`src/rtl/cray_pkg.sv`:
```
// Shared definitions for the Cray-style scalar functional unit controllers:
// S-register file geometry and scalar opcode constants.
package cray_pkg;

   localparam int NREG = 8;
   localparam int SAW  = 3;

   localparam logic [6:0] OP_SADD = 7'o060;
   localparam logic [6:0] OP_SSUB = 7'o061;

   function automatic logic is_sadd_op(input logic [6:0] op);
      return (op == OP_SADD) || (op == OP_SSUB);
   endfunction

endpackage

```
`src/rtl/scalar_pipe_track.sv`:
```
// LATENCY-deep {valid, dest} shift register that shadows a scalar unit's
// pipeline so the result write strobe lines up with the unit's output.
module scalar_pipe_track #(
   parameter int LATENCY = 3,
   parameter int AW      = 3
) (
   input  logic          clk,
   input  logic          rst,
   input  logic          push_valid,
   input  logic [AW-1:0] push_addr,
   output logic          out_valid,
   output logic [AW-1:0] out_addr
);

   logic [LATENCY-1:0] vld;
   logic [AW-1:0]      addr [LATENCY];

   always_ff @(posedge clk or posedge rst) begin
      if (rst) begin
         vld <= '0;
         for (int s = 0; s < LATENCY; s++) addr[s] <= '0;
      end else begin
         vld[0]  <= push_valid;
         addr[0] <= push_addr;
         for (int s = 1; s < LATENCY; s++) begin
            vld[s]  <= vld[s-1];
            addr[s] <= addr[s-1];
         end
      end
   end

   assign out_valid = vld[LATENCY-1];
   assign out_addr  = addr[LATENCY-1];

endmodule

```
`src/rtl/scalar_add_ctrl.sv`:
```
// Issue/reservation controller for the scalar add unit: checks S-register
// hazards, issues to the unit and generates the delayed result write.
module scalar_add_ctrl
   import cray_pkg::*;
#(
   parameter int LATENCY = 3,
   parameter int NREG    = cray_pkg::NREG
) (
   input  logic            clk,
   input  logic            rst,
   input  logic            i_issue_valid,
   input  logic [6:0]      i_instr,
   input  logic [2:0]      i_i,
   input  logic [2:0]      i_j,
   input  logic [2:0]      i_k,
   input  logic [NREG-1:0] i_ext_res,
   output logic            o_issue_ready,
   output logic            o_illegal,
   output logic [2:0]      o_rd_j,
   output logic [2:0]      o_rd_k,
   output logic            o_sj_zero,
   output logic [6:0]      o_fu_instr,
   output logic            o_wr_en,
   output logic [2:0]      o_wr_addr,
   output logic [NREG-1:0] o_res,
   output logic [15:0]     o_hold_cnt
);

   logic            legal;
   logic            conflict;
   logic            accept;
   logic [NREG-1:0] busy;
   logic [NREG-1:0] res_next;

   // Handshake: the instruction transfers in any cycle where i_issue_valid
   // and o_issue_ready are both high; ready is combinational and never
   // asserted for an illegal opcode, a register hazard, or during reset.
   assign busy     = o_res | i_ext_res;
   assign legal    = is_sadd_op(i_instr);
   assign conflict = busy[i_i] | busy[i_k] | ((i_j != 3'd0) & busy[i_j]);
   assign accept   = i_issue_valid & legal & ~conflict & ~rst;

   assign o_issue_ready = accept;
   assign o_rd_j        = i_j;
   assign o_rd_k        = i_k;
   assign o_sj_zero     = (i_j == 3'd0);
   assign o_fu_instr    = accept ? i_instr : 7'o000;

   scalar_pipe_track #(
      .LATENCY (LATENCY),
      .AW      (SAW)
   ) u_track (
      .clk        (clk),
      .rst        (rst),
      .push_valid (accept),
      .push_addr  (i_i),
      .out_valid  (o_wr_en),
      .out_addr   (o_wr_addr)
   );

   // Clear first, then set, so a same-edge set of the bit takes priority.
   always_comb begin
      res_next = o_res;
      if (o_wr_en) res_next[o_wr_addr] = 1'b0;
      if (accept)  res_next[i_i]       = 1'b1;
   end

   always_ff @(posedge clk or posedge rst) begin
      if (rst) begin
         o_res      <= '0;
         o_illegal  <= 1'b0;
         o_hold_cnt <= 16'd0;
      end else begin
         o_res     <= res_next;
         o_illegal <= i_issue_valid & ~legal;
         if (i_issue_valid && legal && conflict && (o_hold_cnt != 16'hFFFF))
            o_hold_cnt <= o_hold_cnt + 16'd1;
      end
   end

endmodule

```
`config.mk`:
```
export PLATFORM = sky130hd
export DESIGN_NAME = scalar_add_ctrl
export DESIGN_NICKNAME = d
export VERILOG_FILES = /design/src/rtl/cray_pkg.sv /design/src/rtl/scalar_pipe_track.sv /design/src/rtl/scalar_add_ctrl.sv
export SDC_FILE = /design/constraint.sdc
export NUM_CORES = 1
export LEC_CHECK = 0
export CELL_PAD_IN_SITES_DETAIL_PLACEMENT = 1
export CELL_PAD_IN_SITES_GLOBAL_PLACEMENT = 1
export CORE_MARGIN = 2
export CORE_UTILIZATION = 42
export CTS_CLUSTER_DIAMETER = 80
export DETAILED_ROUTE_END_ITERATION = 12
export DONT_BUFFER_PORTS = 1
export GPL_ROUTABILITY_DRIVEN = 0
export PLACE_DENSITY_LB_ADDON = 0.1
export SLEW_MARGIN = 20
export SYNTH_ARGS = -nofsm -noshare
export SYNTH_HDL_FRONTEND = slang
export SYNTH_SLANG_ARGS = --single-unit
```
`constraint.sdc`:
```
create_clock -name clk -period 3.55 [get_ports clk]
set_input_delay 1.065 -clock clk [delete_from_list [all_inputs] [get_ports clk]]
set_output_delay 1.065 -clock clk [all_outputs]
set_load 0.02 [all_outputs]
```
### Word-level counts from Yosys, hierarchy flattened

Cells that the tools add are included.

| cells by class | value |
|---|---|
| add/sub/neg operators | 1 |
| magnitude comparators | 6 |
| equal/unequal tests | 3 |
| muxes and demuxes | 13 |
| bitwise gates (word level) | 14 |
| reduce and logical (&&, ||, !) cells | 8 |

Operator list:

| kind | number |
|---|---|
| $add 16x1->16 const B | 1 |
| $lt 3x4->1 const B | 4 |
| $mux 8 | 2 |
| $ne 16x16->1 const B | 1 |
| $or 8x8->8 | 2 |
| $eq 7x6->1 const B | 2 |
| $bmux 1 s3 | 3 |
| $and 8x8->8 | 1 |
| $not 8->8 | 1 |
| $mux 7 | 1 |
| $demux 1 s3 | 2 |
| $ge 3x1->1 const B | 2 |
| $and 1x1->1 | 5 |
| $logic_and 1x1->1 | 5 |
| $mux 1 | 5 |
| $logic_not 3->1 | 1 |
| $not 1->1 | 3 |
| $reduce_bool 3->1 | 1 |
| $or 1x1->1 | 2 |
| $logic_or 1x1->1 | 1 |

| storage, ports and cells | value |
|---|---|
| register bits after elaboration | 37 |
| output and inout port bits | 44 |

### Longest topological paths before layout

Gate-level depths: netlist of run 1.

| depth | value |
|---|---|
| depth after elaboration | 9 |
| mapped depth | 8 |

### By module

From an unflattened synthesis of run 1, not the netlist that was laid out.

| second synthesis, totals | value |
|---|---|
| cells, all modules | 188 |
| area total of the unflattened synthesis | 1948.1 µm² |

Modules (own cells, without submodules):

| module | instances | cells an instance | area each (µm²) |
|---|---|---|---|
| scalar_add_ctrl | 1 | 172 | 1621.6 |
| scalar_pipe_track | 1 | 16 | 326.6 |

### Least setup slack after synthesis of run 1

OpenSTA, ideal clock, no wires.

| path | value |
|---|---|
| kind | input to output |
| start point | input i_k[0] |
| end point | output o_fu_instr[0] |
| data arrival time | 2.685 ns |
| data required time | 2.485 ns |
| setup slack | -0.200 ns |
| cell stages on the path | 7 |
| path through | buf_2 -> nor3_1 -> a21oi_1 -> mux4_2 -> nor3_2 -> buf_2 -> and3_1 |

| on the way | value |
|---|---|
| word-level cells in the longest chain between the ends | 8 |

Ends and longest elaborated chain:

| element | line | source |
|---|---|---|
| start, declared | scalar_add_ctrl.sv:15 | `input logic [2:0] i_k,` |
| $bmux 1 s3 | scalar_add_ctrl.sv:40 | `assign conflict = busy[i_i] \| busy[i_k] \| ((i_j != 3'd0) & busy[i_j]);` |
| $mux 1 (not written as such) | scalar_add_ctrl.sv:40 |  |
| $or 1x1->1 (2 in series) | scalar_add_ctrl.sv:40 |  |
| $not 1->1 | scalar_add_ctrl.sv:41 | `assign accept = i_issue_valid & legal & ~conflict & ~rst;` |
| $and 1x1->1 (2 in series) | scalar_add_ctrl.sv:41 |  |
| $mux 7 | scalar_add_ctrl.sv:47 | `assign o_fu_instr = accept ? i_instr : 7'o000;` |
| end, declared | scalar_add_ctrl.sv:22 | `output logic [6:0] o_fu_instr,` |

No other way between the ends. The select of a mux whose other input is x is not followed.

### Worst setup path after layout of run 1

| path | value |
|---|---|
| start point | input i_i[1] |
| end point | output o_fu_instr[5] |

| on the way | value |
|---|---|
| word-level cells in the longest chain between the ends | 8 |

Ends and longest elaborated chain:

| element | line | source |
|---|---|---|
| start, declared | scalar_add_ctrl.sv:13 | `input logic [2:0] i_i,` |
| $bmux 1 s3 | scalar_add_ctrl.sv:40 |  |
| $mux 1 (not written as such) | scalar_add_ctrl.sv:40 |  |
| $or 1x1->1 (2 in series) | scalar_add_ctrl.sv:40 |  |
| $not 1->1 | scalar_add_ctrl.sv:41 |  |
| $and 1x1->1 (2 in series) | scalar_add_ctrl.sv:41 |  |
| $mux 7 | scalar_add_ctrl.sv:47 |  |

No other way between the ends. The select of a mux whose other input is x is not followed.

==> metrics.yaml, run 1 <==
status: "completed"
clockBufferDepth: 2
ys.warnings.count: 0
pwr-share-seq: 0.576
drcViolationCount: 0
cts_hold_buf: 0
clk_pin_slew_worst_paths_ps: 80
period_needed_ps: 3530
grt_pass1_wl_mm: 7.79
irDropWorstVdd_uv: 155
powerDensity_nw_per_um2: 373
hold_end: "u_track.out_addr[2]"
yosysUniqueCellTypes: 35
p_switching_mw: 0.203
vias_per_cell: 5.84
clkPwrFrac: 0.386
io_buffers: 0
gr-total-overflow: 0
end_kind: "output port"
wl_per_cell_um: 18.9
nFillCells: 478
whs_path_depth: 0
p_leak_nw: 0.862
clock-sinks: 37
fin_skew_ps: 7.67
hold_violations: 0
syn_area_per_cell_um2: 10.2
dp_cells: 228
switching_share: 0.259
fp.dieArea_um2: 5010
tritoncts: "built"
reg2reg_depth: 7
cts_buffers: 5
synth-edff-count: 0
tns_ps: 0
slew_headroom: 0.579
die_w_um: 70.8
cp.arrival_ps: 2470
cts-root-buf: "clkbuf_8"
reg2reg_to: "o_res[0]"
cp_data_required_time_ps: 2480
ys.flop_type: "dfrtp_1"
die_h_um: 70.8
syn_inst: 183
min_from: "u_track.addr[5]"
stdcell_count: 238
critPathMaxFanout: 14
synth.largest_area_cell: "dfrtp_1"
max_clock_freq_mhz: 283
drive_above_1_share: 0.231
grt_max_degree: 38
fin_crit_sh: 0.996
h-tree-depth: 2
dp_hpwl_mm: 3.45
setup_viol: 0
criticalPathCategory: "input pin to output port"
yosysSeqAreaShare: 0.494
syn2layout_area_growth_pct: 12.3
rsz0062_at_grt: "yes"
ys_ff_latch: 37
drtIter0Drc: 86
antenna_found_initial: 0
track_usage: 0.198
vias: 1390
core_um2: 4320
yosys.area.top_type_share: 0.494
floorplan.initialDensity: 0.433
r2r_setup_slack_ps: 990
netlist_area_um2: 1870
grt_pass1_vias: 1537
diodes: 0
worst_pin_slew_ps: 627
slew_viol_final: 0
crit_start: "i_i[1]"
io_pins: 71
power_mw: 0.784
nets: 213
power_frac_comb: 0.039
postRouteAntennaNets: 0
routed_wl_mm: 4.51
rows: 24
start_kind: "input pin"
worstHoldPathType: "register to register"
drt_pass1_iterations: 4
async_reset_ff_frac: 1.00
synth.area.top_cells: "dfrtp_1 (49%), buf_4 (5.6%), xor2_1 (5.1%), nor3_1 (4.5%), mux4_2 (3.6%)"
rr_startpoint: "o_res[1]"
internal_power_mw: 0.581
clkLatencyLatePin_ps: 290
drv_cap: 0
## power groups by stage
stage	clock network [mW]	registers [mW]	logic, mW
global placement	0	0.459	0.0291
detailed placement	0	0.460	0.0309
global route	0.334	0.453	0.0345
CTS	0.311	0.452	0.0309
finish	0.302	0.452	0.0303
floorplan	0	0.454	0.0469
## cells by family (layout without fill, tap and decap cells)
kind of cell / count (synthesis) / after routing / share of synthesized area
buffers and inverters: 20 / 20 / 0.0695
AND/OR/NAND/NOR: 77 / 77 / 0.223
flip-flops: 37 / 37 / 0.494
AO/OA/AOI/OAI: 28 / 28 / 0.0895
adder cells (fa/ha/maj): 1 / 1 / 0.00668
XOR/XNOR: 13 / 13 / 0.0608
multiplexers: 6 / 6 / 0.0541
other: 1 / 4 / 0.00200
## area by class of cell
cell class,count,area (um2),share of cell area
Clock buffer,5,68.8,0.0327
Tap cell,52,65.1,0.0309
Timing Repair Buffer,8,67.6,0.0321
Sequential cell,37,926,0.440
Multi-Input combinational cell,129,940,0.447
Clock inverter,3,21.3,0.0101
Inverter,4,15.0,0.00714
## layer usage
metal	vias up	share of wire	global-route usage	wire, um
met3	6	0.070	0.0698	315
met2	46	0.54	0.353	2410
met1	693	0.38	0.227	1730
li1	645	-	-	-
met5	-	0	0	0
met4	0	0.011	0.0503	48
## stage by stage
step	setup slack (ps)	hold WS [ps]	cell area, um2	utilization
2_1_floorplan	-35.3	331	1940	-
3_3_place_gp	-82.7	331	1920	0.445
3_5_place_dp	-122	336	1920	0.445
4_1_cts	-5.80	355	2050	0.473
5_1_grt	-77.8	363	2100	0.486
6_report	15.3	349	2100	0.486
## synth_stat cells, types with 2 or more instances
master / number
buf_4: 14
or3_4: 2
nand4_1: 6
nand2_1: 10
xor2_1: 11
nor2_1: 13
and3_1: 3
o31ai_1: 3
nand3_1: 7
nand2b_1: 7
xnor2_1: 2
mux4_2: 3
o21ai_0: 6
o21ai_1: 6
nor3_2: 2
buf_2: 2
nor3_1: 17
inv_1: 3
a21oi_1: 8
mux2_1: 3
dfrtp_1: 37
or3_1: 2
nor4_1: 4
## worst max-delay path, cell delays in order
cell and delay (ps):
nor3_2 160, a21oi_1 50, mux4_2 490, or3_4 470, nor2_4 100, buf_6 120
## placed cells by master, fill, tap and decap left out, types with 3 or more instances in the layout
cell,n
a21oi_1,6
buf_4,6
clkbuf_8,5
conb_1,4
dfrtp_1,37
inv_1,3
mux2_1,3
mux4_2,3
nand2_1,10
nand2b_1,7
nand3_1,7
nand4_1,6
nor2_1,5
nor2_2,3
nor2_4,5
nor3_1,10
nor3_2,6
nor3_4,3
nor4_1,4
o21ai_0,6
o21ai_1,6
o31ai_1,3
xor2_1,11
## sequential cells by signal (all words and copies together) (netlist names)
| name | count |
|---|---|
| u_track.out_addr | 3 |
| o_res | 8 |
| u_track.addr | 6 |
| o_hold_cnt | 16 |
| o_illegal | 1 |
| u_track.vld | 3 |
## worst max path at each step
| stage | endpoint | cells past startpoint |
|---|---|---|
| global route | o_fu_instr[5] | 6 |
| global placement | o_fu_instr[4] | 6 |
| detailed placement | o_fu_instr[5] | 6 |
| CTS | o_fu_instr[5] | 6 |
| floorplan | o_fu_instr[0] | 7 |
| finish | o_fu_instr[5] | 6 |
## what timing repair did
item	in CTS	in global routing
pin swaps	1	3
gates resized for setup	5	13
endpoints found under the setup margin	3	4
cloned	0	0
setup buffers	2	0
Note: power is estimated with default switching activity, not from simulation.
==> run 2: changes to the inputs <==
--- a/config.mk
+++ b/config.mk
@@ -13,8 +13,9 @@
 export DETAILED_ROUTE_END_ITERATION = 12
 export DONT_BUFFER_PORTS = 1
 export GPL_ROUTABILITY_DRIVEN = 0
+export GPL_TIMING_DRIVEN = 0
 export PLACE_DENSITY_LB_ADDON = 0.1
-export SLEW_MARGIN = 20
+export SLEW_MARGIN = 0
 export SYNTH_ARGS = -nofsm -noshare
 export SYNTH_HDL_FRONTEND = slang
 export SYNTH_SLANG_ARGS = --single-unit
==> run 2 against run 1 <==
  * The run now ends with setup timing left
  * Wire length grew 11%
  * Maximum frequency shrank 1.8%
  * Register-to-register slack lost 110 ps
  * Count of clock-buffer cells in the layout is the same
  * Total power grew 3.0%
  * Sequential power is essentially flat
  * Critical path depth is the same
  * Highest routed layer unchanged
==> metrics.yaml, run 2 (synthesis results as in run 1) <==
nFillCells: 478
worst_pin_slew_ps: 922
violations: "setup timing"
period_needed_ps: 3600
slew_viol_final: 0
antenna_found_initial: 0
grt_pass1_wl_mm: 8.20
final_common_cell: "dfrtp_1"
reg_top3: "o_hold_cnt: 16 flops, o_res: 8 flops, u_track.addr: 6 flops"
criticalPathCategory: "input pin to output port"
fin_skew_ps: 7.36
drive_above_1_share: 0.258
worstHoldPathType: "register to register"
track_usage: 0.211
setup_viol: 3
drcViolationCount: 0
drt_pass1_iterations: 5
cts_buffers: 5
irDropWorstVdd_uv: 203
vias_per_cell: 5.84
fp.dieArea_um2: 5010
die_w_um: 70.8
io_pins: 71
floorplan.initialDensity: 0.433
clkLatencyLatePin_ps: 290
layout_common_cells: "dfrtp_1 (37), buf_4 (16), nor3_1 (11), xor2_1 (11), nand2_1 (10)"
end_kind: "output port"
nets: 225
clk_pin_slew_worst_paths_ps: 80
status: "finished with violations"
cp.arrival_ps: 2540
whs_ps: 359
dp_slack_ps: -497
largest_reg_flops: 16
grt_pass1_vias: 1569
cp_data_required_time_ps: 2480
slew_headroom: 0.382
tritoncts: "built"
regMostFlops: "o_hold_cnt"
fin_ws_ps: -50.1
whs_path_depth: 0
cts_hold_buf: 0
routed_wl_mm: 4.99
cts-root-buf: "clkbuf_8"
drv_cap: 0
postRouteAntennaNets: 0
gr-total-overflow: 0
p_leak_nw: 0.925
grt_max_degree: 39
vias: 1460
critPathMaxFanout: 10
max_clock_freq_mhz: 278
drtIter0Drc: 104
powerDensity_nw_per_um2: 366
dp_hpwl_mm: 3.73
fin_crit_sh: 1.01
rsz0062_at_grt: "yes"
reg2reg_depth: 7
wl_per_cell_um: 19.9
diodes: 0
io_buffers: 0
core_um2: 4320
hold_violations: 0
clockBufferDepth: 2
h-tree-depth: 2
clock-sinks: 37
rows: 24
start_kind: "input pin"
die_h_um: 70.8
syn2layout_area_growth_pct: 17.8
-- run 2: through the flow --
step                cell area [um2]  setup TNS, ps  std cells  power (mW)   util
finish                         2210           -133        250       0.808  0.510
global route                   2210           -311        250       0.849  0.510
CTS                            2160           -108        249       0.819  0.499
detailed placement             2000          -1720        238       0.511  0.463
global placement               2000          -1370        238       0.508  0.463
floorplan                      1940           -104        186       0.501      -
-- run 2: worst paths after layout --
kind | from | end | slack (ps)
min in group asynchronous | rst | u_track.addr[6] | 630
max in group asynchronous | rst | o_illegal | 2300
min reg2reg | u_track.addr[6] | u_track.addr[3] | 360
max reg2reg | o_res[2] | o_res[0] | 880
max | i_i[1] | o_issue_ready | -50
min | u_track.addr[6] | u_track.addr[3] | 360
-- run 2: area by class of cell --
class                   instances  area [um2]  share of cell area
multi-input cells             129         930               0.421
flip-flops and latches         37         926               0.420
plain buffers                  16         149              0.0675
clock buffers                   5        68.8              0.0312
well taps                      52        65.1              0.0295
repair buffers                  3        22.5              0.0102
clock inverters                 3        21.3             0.00964
inverters                       4        18.8             0.00851
repair inverters                1        5.00             0.00227
-- run 2: power by group --
group / leakage, nW / internal [mW] / total, mW / switching [mW]
Combinational: 0.435 / 0.0239 / 0.0571 / 0.0332
Clock: 0.0445 / 0.139 / 0.301 / 0.162
Sequential: 0.445 / 0.431 / 0.449 / 0.0181
Total: 0.925 / 0.594 / 0.808 / 0.213
-- run 2: worst max-delay path: stages --
cell and delay, ps:
buf_12 120, nor3_4 110, a21oi_2 50, mux4_2 500, or3_4 470, nor2_4 200
-- run 2: repair_timing --
action,4_1_cts,5_1_grt
gates cloned,0,1
setup endpoints to repair,4,4
pin swaps,5,4
resized for setup,11,8
buffers inserted,3,0
-- run 2: per-layer routing --
metal  GRT usage  share of wire  vias up
met1       0.244           0.39      740
met2       0.380           0.54       50
met3      0.0584          0.060        2
met5           0              0        -
met4      0.0650         0.0050        0
li1            -              -      668
==> run 3: changes to the inputs <==
--- a/config.mk
+++ b/config.mk
@@ -8,7 +8,7 @@
 export CELL_PAD_IN_SITES_DETAIL_PLACEMENT = 1
 export CELL_PAD_IN_SITES_GLOBAL_PLACEMENT = 1
 export CORE_MARGIN = 2
-export CORE_UTILIZATION = 42
+export CORE_UTILIZATION = 46
 export CTS_CLUSTER_DIAMETER = 80
 export DETAILED_ROUTE_END_ITERATION = 12
 export DONT_BUFFER_PORTS = 1
==> constraint.sdc (replaced) <==
create_clock -name clk -period 3.8 [get_ports clk]
set_input_delay 1.14 -clock clk [delete_from_list [all_inputs] [get_ports clk]]
set_output_delay 1.14 -clock clk [all_outputs]
set_load 0.02 [all_outputs]
==> run 3 against run 2 <==
  * The flow still finishes with violations (setup timing)
  * Utilization increased by 4.1 points
  * Sequential share of layout area increased by 0.34 points
  * Die area decreased by 8.2%
  * Critical path depth decreased by 1
  * Count of clock-buffer cells in the layout unchanged
  * Combinational power decreased by 6.7%
  * Cell area decreased by 0.79%
  * Worst setup slack improved by 34 ps
  * Via count decreased by 1.0%
  * Non-clock buffer count unchanged
  * Worst hold slack got worse by 3.7 ps
  * Sequential power decreased by 6.5%
  * Critical endpoint unchanged
  * Highest routed layer unchanged
==> metrics.yaml, run 3 (synthesis results as in run 1) <==
status: "finished with violations"
violations: "setup timing"
irDropWorstVdd_uv: 222
end_kind: "output port"
floorplan.initialDensity: 0.472
tritoncts: "built"
fin_skew_ps: 6.15
largest_reg_flops: 16
routed_wl_mm: 4.77
clkLatencyLatePin_ps: 290
cp_data_required_time_ps: 2660
wl_per_cell_um: 19.3
rows: 23
vias: 1445
syn2layout_area_growth_pct: 16.8
stdcell_count: 247
powerDensity_nw_per_um2: 374
drt_pass1_iterations: 4
die_h_um: 67.8
hold_violations: 0
cp.arrival_ps: 2680
postRouteAntennaNets: 0
max_clock_freq_mhz: 262
io_buffers: 0
slew_headroom: 0.456
whs_ps: 355
grt_pass1_wl_mm: 7.16
cts_hold_buf: 0
slew_viol_final: 0
reg_top3: "o_hold_cnt: 16 flops, o_res: 8 flops, u_track.addr: 6 flops"
grt_max_degree: 39
rsz0062_at_grt: "yes"
critPathMaxFanout: 5
placed_area_um2: 1960
cts-root-buf: "clkbuf_8"
core_um2: 3970
drv_cap: 0
fp.dieArea_um2: 4600
setup_viol: 1
p_leak_nw: 0.925
h-tree-depth: 2
drcViolationCount: 0
grt_pass1_vias: 1496
fin_ws_ps: -16.3
drive_above_1_share: 0.239
period_needed_ps: 3820
stdcell_area_um2: 2190
nets: 224
vias_per_cell: 5.85
track_usage: 0.218
tns_ps: -16.3
clock-sinks: 37
post-route-util: 0.551
clockBufferDepth: 2
die_w_um: 67.8
final_common_cell: "dfrtp_1"
cts_buffers: 5
drtIter0Drc: 55
nFillCells: 460
io_pins: 71
antenna_found_initial: 0
dp_cells: 236
worst_pin_slew_ps: 815
clk_pin_slew_worst_paths_ps: 70
start_kind: "input pin"
fin_crit_sh: 1.00
worstHoldPathType: "register to register"
criticalPathCategory: "input pin to output port"
layout_common_cells: "dfrtp_1 (37), buf_4 (16), nor3_1 (12), xor2_1 (11)"
regMostFlops: "o_hold_cnt"
diodes: 0
dp_hpwl_mm: 3.56
gr-total-overflow: 0
==> run 3: changes by cell type in the layout (fill, tap and decap cells not counted), sizes merged <==
| cell | delta |
|---|---|
| bufinv | +1 |
| clkinvlp | -1 |
| inv | -1 |
==> run 3: path summary, 6_finish.rpt <==
path | start | to | cells after the start | slack (ps)
setup / recovery | i_ext_res[3] | o_issue_ready | 5 | -20
hold / removal | u_track.addr[4] | u_track.out_addr[1] | 0 | 360
setup reg to reg | o_res[3] | o_res[0] | 6 | 1250
hold reg to reg | u_track.addr[4] | u_track.out_addr[1] | 0 | 360
max in group asynchronous | rst | o_hold_cnt[14] | 1 | 2490
min in group asynchronous | rst | u_track.vld[0] | 1 | 850
==> run 3: through the flow <==
step	total power, mW	setup slack [ps]
2_1_floorplan	0.468	-24.5
3_3_place_gp	0.474	-254
3_5_place_dp	0.477	-308
4_1_cts	0.821	3.84
5_1_grt	0.855	-60.6
6_report	0.818	-16.3
==> run 3: layout make-up <==
cell class,instances,area (um2),share of cell area
tap,50,62.6,0.0286
sequential,37,926,0.423
timing repair buffer,3,22.5,0.0103
inverter,4,18.8,0.00858
buffer,16,140,0.0640
multi-input combinational,129,903,0.413
clock inverter,3,46.3,0.0212
clock buffer,5,68.8,0.0314
==> run 3: timing repair <==
| action | in CTS | in global routing |
|---|---|---|
| pin swaps | 5 | 6 |
| buffers inserted | 1 | 2 |
| gates cloned | 0 | 0 |
| gates resized for setup | 14 | 8 |
| endpoints found under the setup margin | 4 | 4 |
==> run 3: critical path, stage by stage <==
cell	delay, ps
nor2_1	200
a21oi_1	130
mux4_2	520
or3_4	460
nor2_4	220
==> run 3: layer usage <==
layer | global-route usage | vias to the layer above | wire, um
met3 | 0.0740 | 8 | 319
met5 | 0 | - | 0
li1 | - | 666 | -
met2 | 0.396 | 41 | 2560
met1 | 0.235 | 730 | 1810
met4 | 0.0750 | 0 | 76
==> run 3: power breakdown <==
part / total (mW) / leakage (nW) / internal (mW) / switching (mW)
clock network: 0.345 / 0.0543 / 0.196 / 0.149
registers: 0.420 / 0.445 / 0.403 / 0.0167
logic: 0.0533 / 0.425 / 0.0221 / 0.0312
